`src/rtl/lb_sched_pkg.sv`:
```
// Shared definitions for the depthwise line-buffer layer scheduler:
// FSM encoding and descriptor dimension limits.
package lb_sched_pkg;

  typedef enum logic [2:0] {
    ST_IDLE   = 3'd0,
    ST_CONFIG = 3'd1,
    ST_FETCH  = 3'd2,
    ST_DRAIN  = 3'd3,
    ST_DONE   = 3'd4
  } state_t;

  localparam int MIN_DIM = 3;
  localparam int MAX_DIM = 224;

  // A 3x3 window needs at least three rows and three columns.
  function automatic logic dims_ok(input logic [7:0] w, input logic [7:0] h);
    return (w >= 8'(MIN_DIM)) && (h >= 8'(MIN_DIM));
  endfunction

endpackage

```
`src/rtl/lb_rdlat_pipe.sv`:
```
// Valid shift register that realigns the feature-memory read strobe with
// the returning read data.
module lb_rdlat_pipe #(
  parameter int RD_LAT = 2
) (
  input  logic clk,
  input  logic reset,
  input  logic i_vld,
  output logic o_vld
);

  logic [RD_LAT-1:0] r_vld_sr;

  always_ff @(posedge clk or posedge reset) begin
    if (reset) begin
      r_vld_sr <= '0;
    end else begin
      r_vld_sr[0] <= i_vld;
      for (int i = 1; i < RD_LAT; i++) begin
        r_vld_sr[i] <= r_vld_sr[i-1];
      end
    end
  end

  assign o_vld = r_vld_sr[RD_LAT-1];

endmodule

```
`src/rtl/lb_layer_scheduler.sv`:
```
// Per-layer sequencer: programs the 3x3 line buffer, streams the feature map
// in raster order and tags every 3-line output beat with window position.
module lb_layer_scheduler
  import lb_sched_pkg::*;
#(
  parameter int DWIDTH    = 8,
  parameter int P_CH      = 32,
  parameter int FM_AWIDTH = 16,
  parameter int RD_LAT    = 2
) (
  input  logic                   clk,
  input  logic                   reset,
  input  logic [FM_AWIDTH-1:0]   cfg_base,
  input  logic [7:0]             cfg_width,
  input  logic [7:0]             cfg_height,
  input  logic                   cfg_stride2,
  input  logic                   cfg_valid,
  output logic                   cfg_ready,
  output logic                   cfg_err,
  output logic                   fm_rd_en,
  output logic [FM_AWIDTH-1:0]   fm_rd_addr,
  input  logic [DWIDTH*P_CH-1:0] fm_rd_data,
  output logic [7:0]             lb_width,
  output logic [7:0]             lb_height,
  output logic                   lb_cfg_valid,
  output logic [DWIDTH*P_CH-1:0] lb_pix,
  output logic                   lb_pix_valid,
  input  logic                   lb_line3_valid,
  output logic                   win_valid,
  output logic [7:0]             win_row,
  output logic [7:0]             win_col,
  output logic                   win_left,
  output logic                   win_right,
  output logic                   win_keep,
  output logic                   busy,
  output logic                   done,
  output logic                   proto_err
);

  state_t               r_state, w_next;
  logic [FM_AWIDTH-1:0] r_base;
  logic [7:0]           r_w, r_h, r_row, r_col;
  logic                 r_s2;
  logic [15:0]          r_pix, r_total, r_beats, r_exp;
  logic                 w_cfg_ok, w_act, w_beat_ok, w_rd_en, w_pix_vld, w_accept;

  assign w_cfg_ok  = dims_ok(cfg_width, cfg_height);
  assign w_act     = (r_state == ST_FETCH) || (r_state == ST_DRAIN);
  // Beats past the expected count are protocol errors, not windows.
  assign w_beat_ok = lb_line3_valid && w_act && (r_beats != r_exp);
  assign w_accept  = (r_state == ST_IDLE) && cfg_valid && w_cfg_ok;

  always_ff @(posedge clk or posedge reset) begin
    if (reset) r_state <= ST_IDLE;
    else       r_state <= w_next;
  end

  always_comb begin
    w_next       = r_state;
    w_rd_en      = 1'b0;
    cfg_ready    = 1'b0;
    cfg_err      = 1'b0;
    lb_cfg_valid = 1'b0;
    done         = 1'b0;
    case (r_state)
      ST_IDLE: begin
        cfg_ready = 1'b1;
        if (cfg_valid) begin
          if (w_cfg_ok) w_next  = ST_CONFIG;
          else          cfg_err = 1'b1;
        end
      end
      ST_CONFIG: begin
        lb_cfg_valid = 1'b1;
        w_next       = ST_FETCH;
      end
      ST_FETCH: begin
        w_rd_en = 1'b1;
        if (r_pix == r_total - 16'd1) w_next = ST_DRAIN;
      end
      ST_DRAIN: begin
        if (r_beats == r_exp) w_next = ST_DONE;
      end
      ST_DONE: begin
        done   = 1'b1;
        w_next = ST_IDLE;
      end
      default: w_next = ST_IDLE;
    endcase
  end

  always_ff @(posedge clk or posedge reset) begin
    if (reset) begin
      r_base  <= '0;
      r_w     <= '0;
      r_h     <= '0;
      r_s2    <= 1'b0;
      r_total <= '0;
      r_exp   <= '0;
      r_pix   <= '0;
      r_beats <= '0;
      r_row   <= '0;
      r_col   <= '0;
    end else if (w_accept) begin
      r_base  <= cfg_base;
      r_w     <= cfg_width;
      r_h     <= cfg_height;
      r_s2    <= cfg_stride2;
      r_total <= 16'(cfg_width) * 16'(cfg_height);
      r_exp   <= 16'(cfg_height - 8'd2) * 16'(cfg_width);
      r_pix   <= '0;
      r_beats <= '0;
      r_row   <= 8'd1;
      r_col   <= '0;
    end else if (r_state == ST_DONE) begin
      r_pix   <= '0;
      r_beats <= '0;
      r_row   <= '0;
      r_col   <= '0;
    end else begin
      if (w_rd_en) r_pix <= r_pix + 16'd1;
      if (w_beat_ok) begin
        r_beats <= r_beats + 16'd1;
        if (r_col == r_w - 8'd1) begin
          r_col <= '0;
          r_row <= r_row + 8'd1;
        end else begin
          r_col <= r_col + 8'd1;
        end
      end
    end
  end

  lb_rdlat_pipe #(
    .RD_LAT (RD_LAT)
  ) u_rdlat (
    .clk   (clk),
    .reset (reset),
    .i_vld (w_rd_en),
    .o_vld (w_pix_vld)
  );

  // Address wraps modulo 2^FM_AWIDTH; the adder carry is dropped.
  assign fm_rd_en     = w_rd_en;
  assign fm_rd_addr   = r_base + FM_AWIDTH'(r_pix);
  assign lb_pix_valid = w_pix_vld;
  assign lb_pix       = w_pix_vld ? fm_rd_data : '0;

  assign lb_width  = (r_state != ST_IDLE) ? r_w : '0;
  assign lb_height = (r_state != ST_IDLE) ? r_h : '0;
  assign busy      = (r_state != ST_IDLE);

  assign win_valid = w_beat_ok;
  assign proto_err = lb_line3_valid && !w_beat_ok;
  assign win_row   = w_act ? r_row : '0;
  assign win_col   = w_act ? r_col : '0;
  assign win_left  = w_act && (r_col == 8'd0);
  assign win_right = w_act && (r_col == r_w - 8'd1);
  // Stride 2 keeps windows centred on odd rows and even columns.
  assign win_keep  = w_act && (!r_s2 || (r_row[0] && !r_col[0]));

endmodule

```
`config.mk`:
```
export PLATFORM = sky130hd
export DESIGN_NAME = lb_layer_scheduler
export DESIGN_NICKNAME = d
export VERILOG_FILES = /design/src/rtl/lb_sched_pkg.sv /design/src/rtl/lb_rdlat_pipe.sv /design/src/rtl/lb_layer_scheduler.sv
export SDC_FILE = /design/constraint.sdc
export NUM_CORES = 1
export LEC_CHECK = 0
export ABC_AREA = 1
export CAP_MARGIN = 20
export CORE_AREA = 5 5 231 233
export DETAILED_ROUTE_END_ITERATION = 10
export DIE_AREA = 0 0 236 238
export PLACE_DENSITY_LB_ADDON = 0.08
export REMOVE_ABC_BUFFERS = 1
export SKIP_LAST_GASP = 1
export SLEW_MARGIN = 15
export SYNTH_ARGS = -nofsm -noshare
export SYNTH_HDL_FRONTEND = slang
export SYNTH_SLANG_ARGS = --single-unit
```
`constraint.sdc`:
```
create_clock -name clk -period 9.3 [get_ports clk]
set_clock_uncertainty 0.2 [all_clocks]
set_input_delay 1.395 -clock clk [delete_from_list [all_inputs] [get_ports clk]]
set_output_delay 1.395 -clock clk [all_outputs]
set_load 0.02 [all_outputs]
```
==> results.toml, run 1 <==
[run_status]
outcome = "finished clean"

[placement]
place_inst = 3425
dp_hpwl_um = 56100
gp_congestion = 0.906
io_buffers = 608

[global_route]
grt_pass1_vias = 15400
grt_remaining_overflow = 0
antenna_found_initial = 3
grt_util_all_layers = 0.224
grt_max_degree = 91
grt_pass1_wl_um = 96500

[synth]
postSynthCellCount = 2196
synth-edff-count = 0
synthFlopType = "dfrtp_1"
avgSynthCellArea_um2 = 6.46
synth_seq_cells = 117
yosysWarnings = 0
synthDistinctLibCells = 50
netlist_area_um2 = 14200
ys_async_sr_fraction = 1.00
synth-seq-area-share = 0.206

[setup_path]
slowest_delay_ns = 0.93
crit_required_ns = 9.45
endpoint_kind = "flip-flop"
path_common_cell = "nand2_1"
path_delay_family = "adder cells"
cp.arrival_ns = 7.06
reg2regPathDepth = 12
r2r-start = "r_state[2]"
crit_fanout = 18
criticalPathCategory = "in -> reg"
crit_slowest_cell = "clkdlybuf4s50_1"
worst_setup_path_start_kind = "primary input"
r2r_slack_ns = 5.95
r2r-end = "r_row[7]"
timing.critical_path.buf_inv = 7

[floorplan]
start_util = 0.278
die_w_um = 236
fp.coreArea_um2 = 51000
num_rows = 83
die_area_um2 = 56200
pin_count = 609
die_h_um = 238

[cells_and_area]
drive_gt1_frac = 0.0313
layout_commonest_cell = "nand2_1"
area_growth_pct = 51.7
final_cells = 3460
mostFrequentLayoutCells = "nand2_1 (668), clkdlybuf4s50_1 (608), inv_1 (558), nor2_1 (155), dfrtp_1 (116)"
nNetsFinal = 3240

[sta]
setup_viol = 0
rsz0062_at_grt = "no"
slew_headroom = 0.401
setup_tns_ns = 0
worst_slew_pin_slew_ns = 0.898
fmax_mhz = 145
hold_viol_final = 0
timing.final.crit_share = 0.743
worst_hold_slack_ns = 0.147
slew_viol_final = 0
period_needed_ns = 6.91

[pwr]
power_per_cell_area_nw_per_um2 = 106
ir_worst_vdd_uv = 77.6
leakagePower_nw = 12.0
p_sw_mw = 0.849
swShare = 0.372
p_total_mw = 2.28
pwr-share-clk = 0.317
seq_power_share = 0.249
comb_power_share = 0.435
intPower_mw = 1.43

[clocking]
cts_tree = "done"
clock-root-buffer = "clkbuf_16"
cts_buffers = 17
path_clk_slew_ns = 0.06
postCtsHoldBufs = 0
cts_resized = 0
cts_sinks = 117
post_cts_buffers = 0
clk_latency_ns = 0.43
cts_max_level = 4
cts_buffer_depth = 2

[hold_path]
min_path_cells = 0
hp-start = "u_rdlat.r_vld_sr[0]"
hp-class = "reg -> reg"
hold_end = "u_rdlat.r_vld_sr[1]"

[routing]
drtPass1Iterations = 7
drc = 0
drt_iter0_markers = 900
drtAntennaViolNets = 0
wirelength_um = 65300
vias = 15000
wl_per_cell_um = 18.9
via_per_inst = 4.33

[job]
cap_violations = 0
metrics by stage:
| step | util | cell area [um2] | setup WS (ns) |
|---|---|---|---|
| 6_report | 0.422 | 21500 | 2.39 |
| 3_5_place_dp | 0.410 | 20900 | 1.96 |
| 5_1_grt | 0.422 | 21500 | 1.95 |
| 4_1_cts | 0.422 | 21500 | 2.41 |
| 3_3_place_gp | 0.410 | 20900 | 2.01 |
| 2_1_floorplan | - | 13900 | 3.26 |
logic make-up after synthesis:
family	Yosys count	share of synthesized area
flip-flops	117	0.206
adder cells (fa/ha/maj)	183	0.207
AO/OA/AOI/OAI	149	0.0566
AND/OR/NAND/NOR	1000	0.292
buffers and inverters	648	0.176
XOR/XNOR	99	0.0611
layer usage:
layer  vias up  part of all wire  track usage
met5         -                 0            0
met4         0             0.038       0.0816
met3        58             0.084       0.0759
met2       507              0.50        0.393
met1      6820              0.38        0.254
li1       7600                 -            -
cell usage after synthesis, types with 2 or more instances:
| master | n | area [um2] |
|---|---|---|
| nor2_2 | 5 | 31.3 |
| buf_6 | 2 | 22.5 |
| o21ai_1 | 16 | 80.1 |
| nand4_1 | 24 | 150 |
| o22ai_1 | 3 | 18.8 |
| xor2_1 | 67 | 587 |
| nor3b_1 | 3 | 22.5 |
| o31ai_1 | 3 | 22.5 |
| fa_1 | 87 | 1740 |
| buf_2 | 12 | 60.1 |
| nor2_1 | 155 | 582 |
| nand3_1 | 73 | 365 |
| ha_1 | 96 | 1200 |
| dfrtp_1 | 117 | 2930 |
| inv_2 | 14 | 52.6 |
| nor3_1 | 34 | 170 |
| clkinv_1 | 2 | 7.51 |
| a31oi_1 | 7 | 43.8 |
| o21bai_1 | 3 | 22.5 |
| a21boi_0 | 2 | 15.0 |
| nand2_4 | 2 | 22.5 |
| nand3b_1 | 7 | 52.6 |
| clkbuf_1 | 45 | 169 |
| o21ai_0 | 64 | 320 |
| inv_1 | 559 | 2100 |
| nor4_1 | 10 | 62.6 |
| nor2_4 | 2 | 22.5 |
| a21oi_1 | 43 | 215 |
| inv_4 | 3 | 18.8 |
| o2111ai_1 | 2 | 17.5 |
| or2_2 | 9 | 56.3 |
| nand2_1 | 668 | 2510 |
| xnor2_1 | 32 | 280 |
| nand3_4 | 2 | 35.0 |
| buf_4 | 6 | 45.0 |
| buf_1 | 3 | 11.3 |
worst reg2reg max path, delay by kind of cell, from the launching register on:
kind / cells / cell delay [ns]
AO/OA/AOI/OAI: 1 / 0.07
buffers and inverters: 4 / 0.85
flip-flops: 1 / 0.42
AND/OR/NAND/NOR: 7 / 1.73
how the worst max path moves through the flow:
stage                             start   endpoint  slack [ns]  cells past startpoint
floorplan           u_rdlat.r_vld_sr[1]  lb_pix[0]        3.26                      2
global placement          cfg_height[1]  r_exp[13]        2.01                     25
detailed placement        cfg_height[1]  r_exp[14]        1.96                     26
CTS                       cfg_height[1]  r_exp[14]        2.41                     26
global route              cfg_height[1]  r_exp[14]        1.95                     26
finish                    cfg_height[1]  r_exp[14]        2.39                     26
power by group through the flow:
| stage | sequential [mW] | combinational [mW] | clock [mW] |
|---|---|---|---|
| floorplan | 0.566 | 0.672 | 0 |
| global placement | 0.576 | 0.993 | 0 |
| detailed placement | 0.576 | 0.997 | 0 |
| CTS | 0.567 | 1.00 | 0.742 |
| global route | 0.571 | 1.15 | 0.763 |
| finish | 0.567 | 0.992 | 0.723 |
cell type report:
type                       instances  area (um2)
fill                            5355       29500
antenna                            3        7.51
clock buffer                      18         429
tap                              680         851
multi-input combinational       1431        8760
sequential                       117        2930
timing repair buffer             618        6160
clock inverter                    14         198
inverter                         579        2190
sequential cells by signal, indices dropped and copies added, names as in the netlist:
name,count
r_state,3
r_beats,16
u_rdlat.r_vld_sr,2
r_w,8
r_exp,15
r_h,8
r_pix,16
r_col,8
r_row,8
r_s2,1
r_total,16
r_base,16
No activity file was read; power rests on OpenSTA's default activity.
==> inputs of run 2 (changes only) <==
==> constraint.sdc (replaced) <==
create_clock -name clk -period 6.2 [get_ports clk]
set_clock_uncertainty 0.2 [all_clocks]
set_input_delay 0.93 -clock clk [delete_from_list [all_inputs] [get_ports clk]]
set_output_delay 0.93 -clock clk [all_outputs]
set_load 0.02 [all_outputs]
==> results.toml, run 2 (synthesized netlist as in run 1, its figures left out) <==
[cells_and_area]
finish.utilization = 0.427
area_growth_pct = 53.4
layout_commonest_cell = "nand2_1"
nNetsFinal = 3266
drive_gt1_frac = 0.0403
mostFrequentLayoutCells = "nand2_1 (668), clkdlybuf4s50_1 (608), inv_1 (558), nor2_1 (155), dfrtp_1 (116)"

[clocking]
cts_buffer_depth = 2
path_clk_slew_ns = 0.06
clock-root-buffer = "clkbuf_16"
cts_resized = 0
post_cts_buffers = 0
postCtsHoldBufs = 0
cts_max_level = 4
cts_buffers = 17
cts_sinks = 117
cts_tree = "done"
clk_latency_ns = 0.43

[routing]
drtPass1Iterations = 5
wirelength_um = 66000
drtAntennaViolNets = 0
via_per_inst = 4.37
vias = 15200
drt_iter0_markers = 830
wl_per_cell_um = 18.9
drc = 0

[setup_path]
r2r-end = "r_beats[11]"
startpoint = "cfg_height[2]"
critPathCapture = "r_exp[13]"
slowest_delay_ns = 0.52
criticalPathCategory = "in -> reg"
r2r-start = "r_state[2]"
endpoint_kind = "flip-flop"
path_delay_family = "adder cells"
crit_fanout = 9
crit_required_ns = 6.28
cp.depth = 26
crit_slowest_cell = "fa_1"
timing.critical_path.buf_inv = 7
cp.arrival_ns = 5.80
reg2regPathDepth = 10
worst_setup_path_start_kind = "primary input"
path_common_cell = "nand2_1"
r2r_slack_ns = 3.01

[sta]
worst_hold_slack_ns = 0.148
slew_viol_final = 0
setup_viol = 0
worst_slew_pin_slew_ns = 0.778
rsz0062_at_grt = "no"
period_needed_ns = 5.72
slew_headroom = 0.482
setup_tns_ns = 0
fmax_mhz = 175
hold_viol_final = 0
timing.final.crit_share = 0.922

[pwr]
ir_worst_vdd_uv = 152
power_per_cell_area_nw_per_um2 = 160
leakagePower_nw = 12.2

[placement]
gp_congestion = 0.908
dp_hpwl_um = 57000
io_buffers = 608

[floorplan]
start_util = 0.278
die_area_um2 = 56200
die_w_um = 236
pin_count = 609
die_h_um = 238
num_rows = 83
fp.coreArea_um2 = 51000

[global_route]
grt_pass1_vias = 15600
grt_max_degree = 84
antenna_found_initial = 6
grt_pass1_wl_um = 96700
grt_util_all_layers = 0.224
grt_remaining_overflow = 0

[hold_path]
hp-class = "reg -> reg"

[job]
cap_violations = 0

[run_status]
outcome = "finished clean"
==> run 2: changes by cell type in the layout (fill, tap and decap cells not counted) <==
cell,delta
buf_12,+1
buf_16,+1
buf_4,+24
clkbuf_8,+3
clkinv_4,-2
diode_2,-1
inv_6,-1
==> run 2: where the power goes <==
part	internal [mW]	switching, mW	leakage [nW]
sequential	0.800	0.0521	1.53
combinational	0.700	0.822	10.3
clock	0.707	0.401	0.310
==> run 2: layout make-up <==
class	instances	area [um2]
antenna	2	5.00
clock buffer	21	470
clock inverter	11	171
fill	5412	29200
inverter	579	2190
multi-input combinational	1431	8760
sequential	117	2930
tap	680	851
timing repair buffer	644	6390
==> run 2: through the flow <==
step                total power [mW]  setup slack, ns  cells  cell area (um2)
detailed placement              2.39           0.0832   3450            21100
global placement                2.38            0.143   3450            21100
finish                          3.48            0.481   3485            21800
global route                    3.78           0.0829   3484            21800
CTS                             3.53            0.506   3482            21700
floorplan                       1.86            0.625   2127            13900
==> run 2: worst min-delay path by stage <==
stage	start	end	depth (start not counted)
3_5_place_dp	u_rdlat.r_vld_sr[0]	u_rdlat.r_vld_sr[1]	0
4_1_cts	u_rdlat.r_vld_sr[0]	u_rdlat.r_vld_sr[1]	0
5_1_grt	u_rdlat.r_vld_sr[0]	u_rdlat.r_vld_sr[1]	0
3_3_place_gp	u_rdlat.r_vld_sr[0]	u_rdlat.r_vld_sr[1]	0
6_report	u_rdlat.r_vld_sr[0]	u_rdlat.r_vld_sr[1]	0
2_1_floorplan	u_rdlat.r_vld_sr[0]	u_rdlat.r_vld_sr[1]	0
==> run 2: per-layer routing <==
layer / GRT usage / share of wire / routed length [um]
met1: 0.255 / 0.39 / 25400
met4: 0.0646 / 0.027 / 1770
met2: 0.411 / 0.51 / 33800
met3: 0.0637 / 0.075 / 4970
met5: 0 / 0.00038 / 25
==> inputs of run 3 (changes only) <==
--- a/config.mk
+++ b/config.mk
@@ -7,9 +7,12 @@
 export LEC_CHECK = 0
 export ABC_AREA = 1
 export CAP_MARGIN = 20
-export CORE_AREA = 5 5 231 233
+export CELL_PAD_IN_SITES_DETAIL_PLACEMENT = 1
+export CELL_PAD_IN_SITES_GLOBAL_PLACEMENT = 2
+export CORE_ASPECT_RATIO = 1.4
+export CORE_MARGIN = 5
+export CORE_UTILIZATION = 20
 export DETAILED_ROUTE_END_ITERATION = 10
-export DIE_AREA = 0 0 236 238
 export PLACE_DENSITY_LB_ADDON = 0.08
 export REMOVE_ABC_BUFFERS = 1
 export SKIP_LAST_GASP = 1
==> results.toml, run 3 (synthesized netlist as in run 1, its figures left out) <==
[setup_path]
r2r-start = "r_state[2]"
crit_fanout = 6
cp.arrival_ns = 5.91
timing.critical_path.buf_inv = 6
crit_slowest_cell = "clkdlybuf4s50_1"
reg2regPathDepth = 12
worst_setup_path_start_kind = "primary input"
endpoint_kind = "flip-flop"
r2r_slack_ns = 2.94
path_common_cell = "nand2_1"
criticalPathCategory = "in -> reg"
path_delay_family = "adder cells"
cp_cell_sequence = "clkdlybuf4s50_1 -> inv_1 -> ha_1 -> nand2_1 -> inv_1 -> nand2_1 -> xor2_1 -> buf_4 -> nor2_1 -> fa_1 -> fa_1 -> fa_1 -> inv_1 -> fa_1 -> inv_1 -> ha_1 -> a21oi_1 -> o21a_1 -> nand2_1 -> nand2_1 -> nand2_1 -> a21oi_1 -> xor2_1 -> o21ai_0"
slowest_delay_ns = 0.57
r2r-end = "r_row[6]"
crit_required_ns = 6.30

[hold_path]
hp-class = "reg -> reg"
min_path_cells = 0
hold_end = "u_rdlat.r_vld_sr[1]"
hp-start = "u_rdlat.r_vld_sr[0]"

[placement]
dp_hpwl_um = 67000
gp_congestion = 0.881
placed_area_um2 = 21700
place_ws_ns = -0.102
io_buffers = 608

[routing]
drt_iter0_markers = 496
drtPass1Iterations = 4
drtAntennaViolNets = 0
wirelength_um = 75900
wl_per_cell_um = 20.1
vias = 15700
drc = 0
via_per_inst = 4.14

[floorplan]
fp.coreArea_um2 = 70400
die_w_um = 235
die_h_um = 325
num_rows = 115
die_area_um2 = 76400
start_util = 0.202
pin_count = 609

[global_route]
grt_pass1_wl_um = 112000
grt_pass1_vias = 17400
antenna_found_initial = 31
grt_util_all_layers = 0.194
grt_max_degree = 125
grt_remaining_overflow = 0

[pwr]
p_total_mw = 3.64
swShare = 0.368
intPower_mw = 2.30
ir_worst_vdd_uv = 137
comb_power_share = 0.461
seq_power_share = 0.235
leakagePower_nw = 12.3
p_sw_mw = 1.34
pwr-share-clk = 0.304
power_per_cell_area_nw_per_um2 = 163

[clocking]
path_clk_slew_ns = 0.06
cts_buffers = 17
clock-root-buffer = "clkbuf_16"
post_cts_buffers = 0
cts_sinks = 117
cts_resized = 0
cts_tree = "done"
clk_latency_ns = 0.45
postCtsHoldBufs = 0
cts_buffer_depth = 2
cts_max_level = 4

[sta]
period_needed_ns = 5.81
timing.final.crit_share = 0.938
worst_slack_ns = 0.387
hold_viol_final = 0
slew_headroom = 0.488
worst_slew_pin_slew_ns = 0.768
worst_hold_slack_ns = 0.149
rsz0062_at_grt = "no"
slew_viol_final = 0
fmax_mhz = 172
setup_tns_ns = 0
setup_viol = 0

[cells_and_area]
mostFrequentLayoutCells = "nand2_1 (668), clkdlybuf4s50_1 (608), inv_1 (557), nor2_1 (155), dfrtp_1 (116)"
area_growth_pct = 57.4
nNetsFinal = 3295
fillers = 8778
drive_gt1_frac = 0.0495
finalInstanceArea_um2 = 22300
layout_commonest_cell = "nand2_1"

[run_status]
outcome = "finished clean"

[job]
cap_violations = 0
==> run 3: worst reg2reg max path: stages (launching register included) <==
cell     delay, ns
dfrtp_1       0.43
nor2_1        0.19
inv_2         0.08
nor2_2        0.43
buf_4         0.35
nand3_4       0.33
nand2_4       0.39
inv_6         0.14
nand2_8       0.18
nand2_4       0.14
inv_2         0.18
nand2_1       0.07
o21ai_1       0.07
==> run 3: layout make-up <==
| class | count | area (um2) | area share |
|---|---|---|---|
| Tap cell | 936 | 1170 | 0.0524 |
| Clock buffer | 23 | 488 | 0.0219 |
| Antenna cell | 17 | 42.5 | 0.00191 |
| Clock inverter | 8 | 146 | 0.00656 |
| Inverter | 579 | 2190 | 0.0980 |
| Multi-Input combinational cell | 1431 | 8760 | 0.392 |
| Sequential cell | 117 | 2930 | 0.131 |
| Timing Repair Buffer | 673 | 6600 | 0.296 |
==> run 3: power by group through the flow <==
| stage | clock (mW) | combinational, mW | sequential, mW |
|---|---|---|---|
| 2_1_floorplan | 0 | 1.01 | 0.849 |
| 6_report | 1.11 | 1.68 | 0.856 |
| 4_1_cts | 1.14 | 1.72 | 0.856 |
| 3_3_place_gp | 0 | 1.67 | 0.867 |
| 5_1_grt | 1.17 | 1.94 | 0.861 |
| 3_5_place_dp | 0 | 1.71 | 0.868 |
==> run 3: per-layer routing <==
metal,global-route usage,vias to the layer above,part of all wire
li1,-,7710,-
met2,0.367,397,0.53
met4,0.0743,28,0.038
met1,0.191,7424,0.35
met5,0,-,0.0027
met3,0.0715,93,0.078
==> run 3: worst max-delay path by stage <==
stage / from / end / slack (ns) / depth (start not counted)
2_1_floorplan: u_rdlat.r_vld_sr[1] / lb_pix[0] / 0.63 / 2
3_3_place_gp: cfg_height[1] / r_exp[14] / -0.07 / 24
3_5_place_dp: cfg_height[1] / r_exp[14] / -0.10 / 24
4_1_cts: cfg_height[1] / r_exp[14] / 0.39 / 24
5_1_grt: cfg_height[3] / r_exp[14] / 0.05 / 26
6_report: cfg_height[2] / r_exp[14] / 0.39 / 24
==> run 3: stage by stage <==
| step | util | cells |
|---|---|---|
| 3_5_place_dp | 0.308 | 3736 |
| 4_1_cts | 0.317 | 3767 |
| 6_report | 0.317 | 3784 |
| 3_3_place_gp | 0.308 | 3736 |
| 2_1_floorplan | - | 2127 |
| 5_1_grt | 0.317 | 3770 |
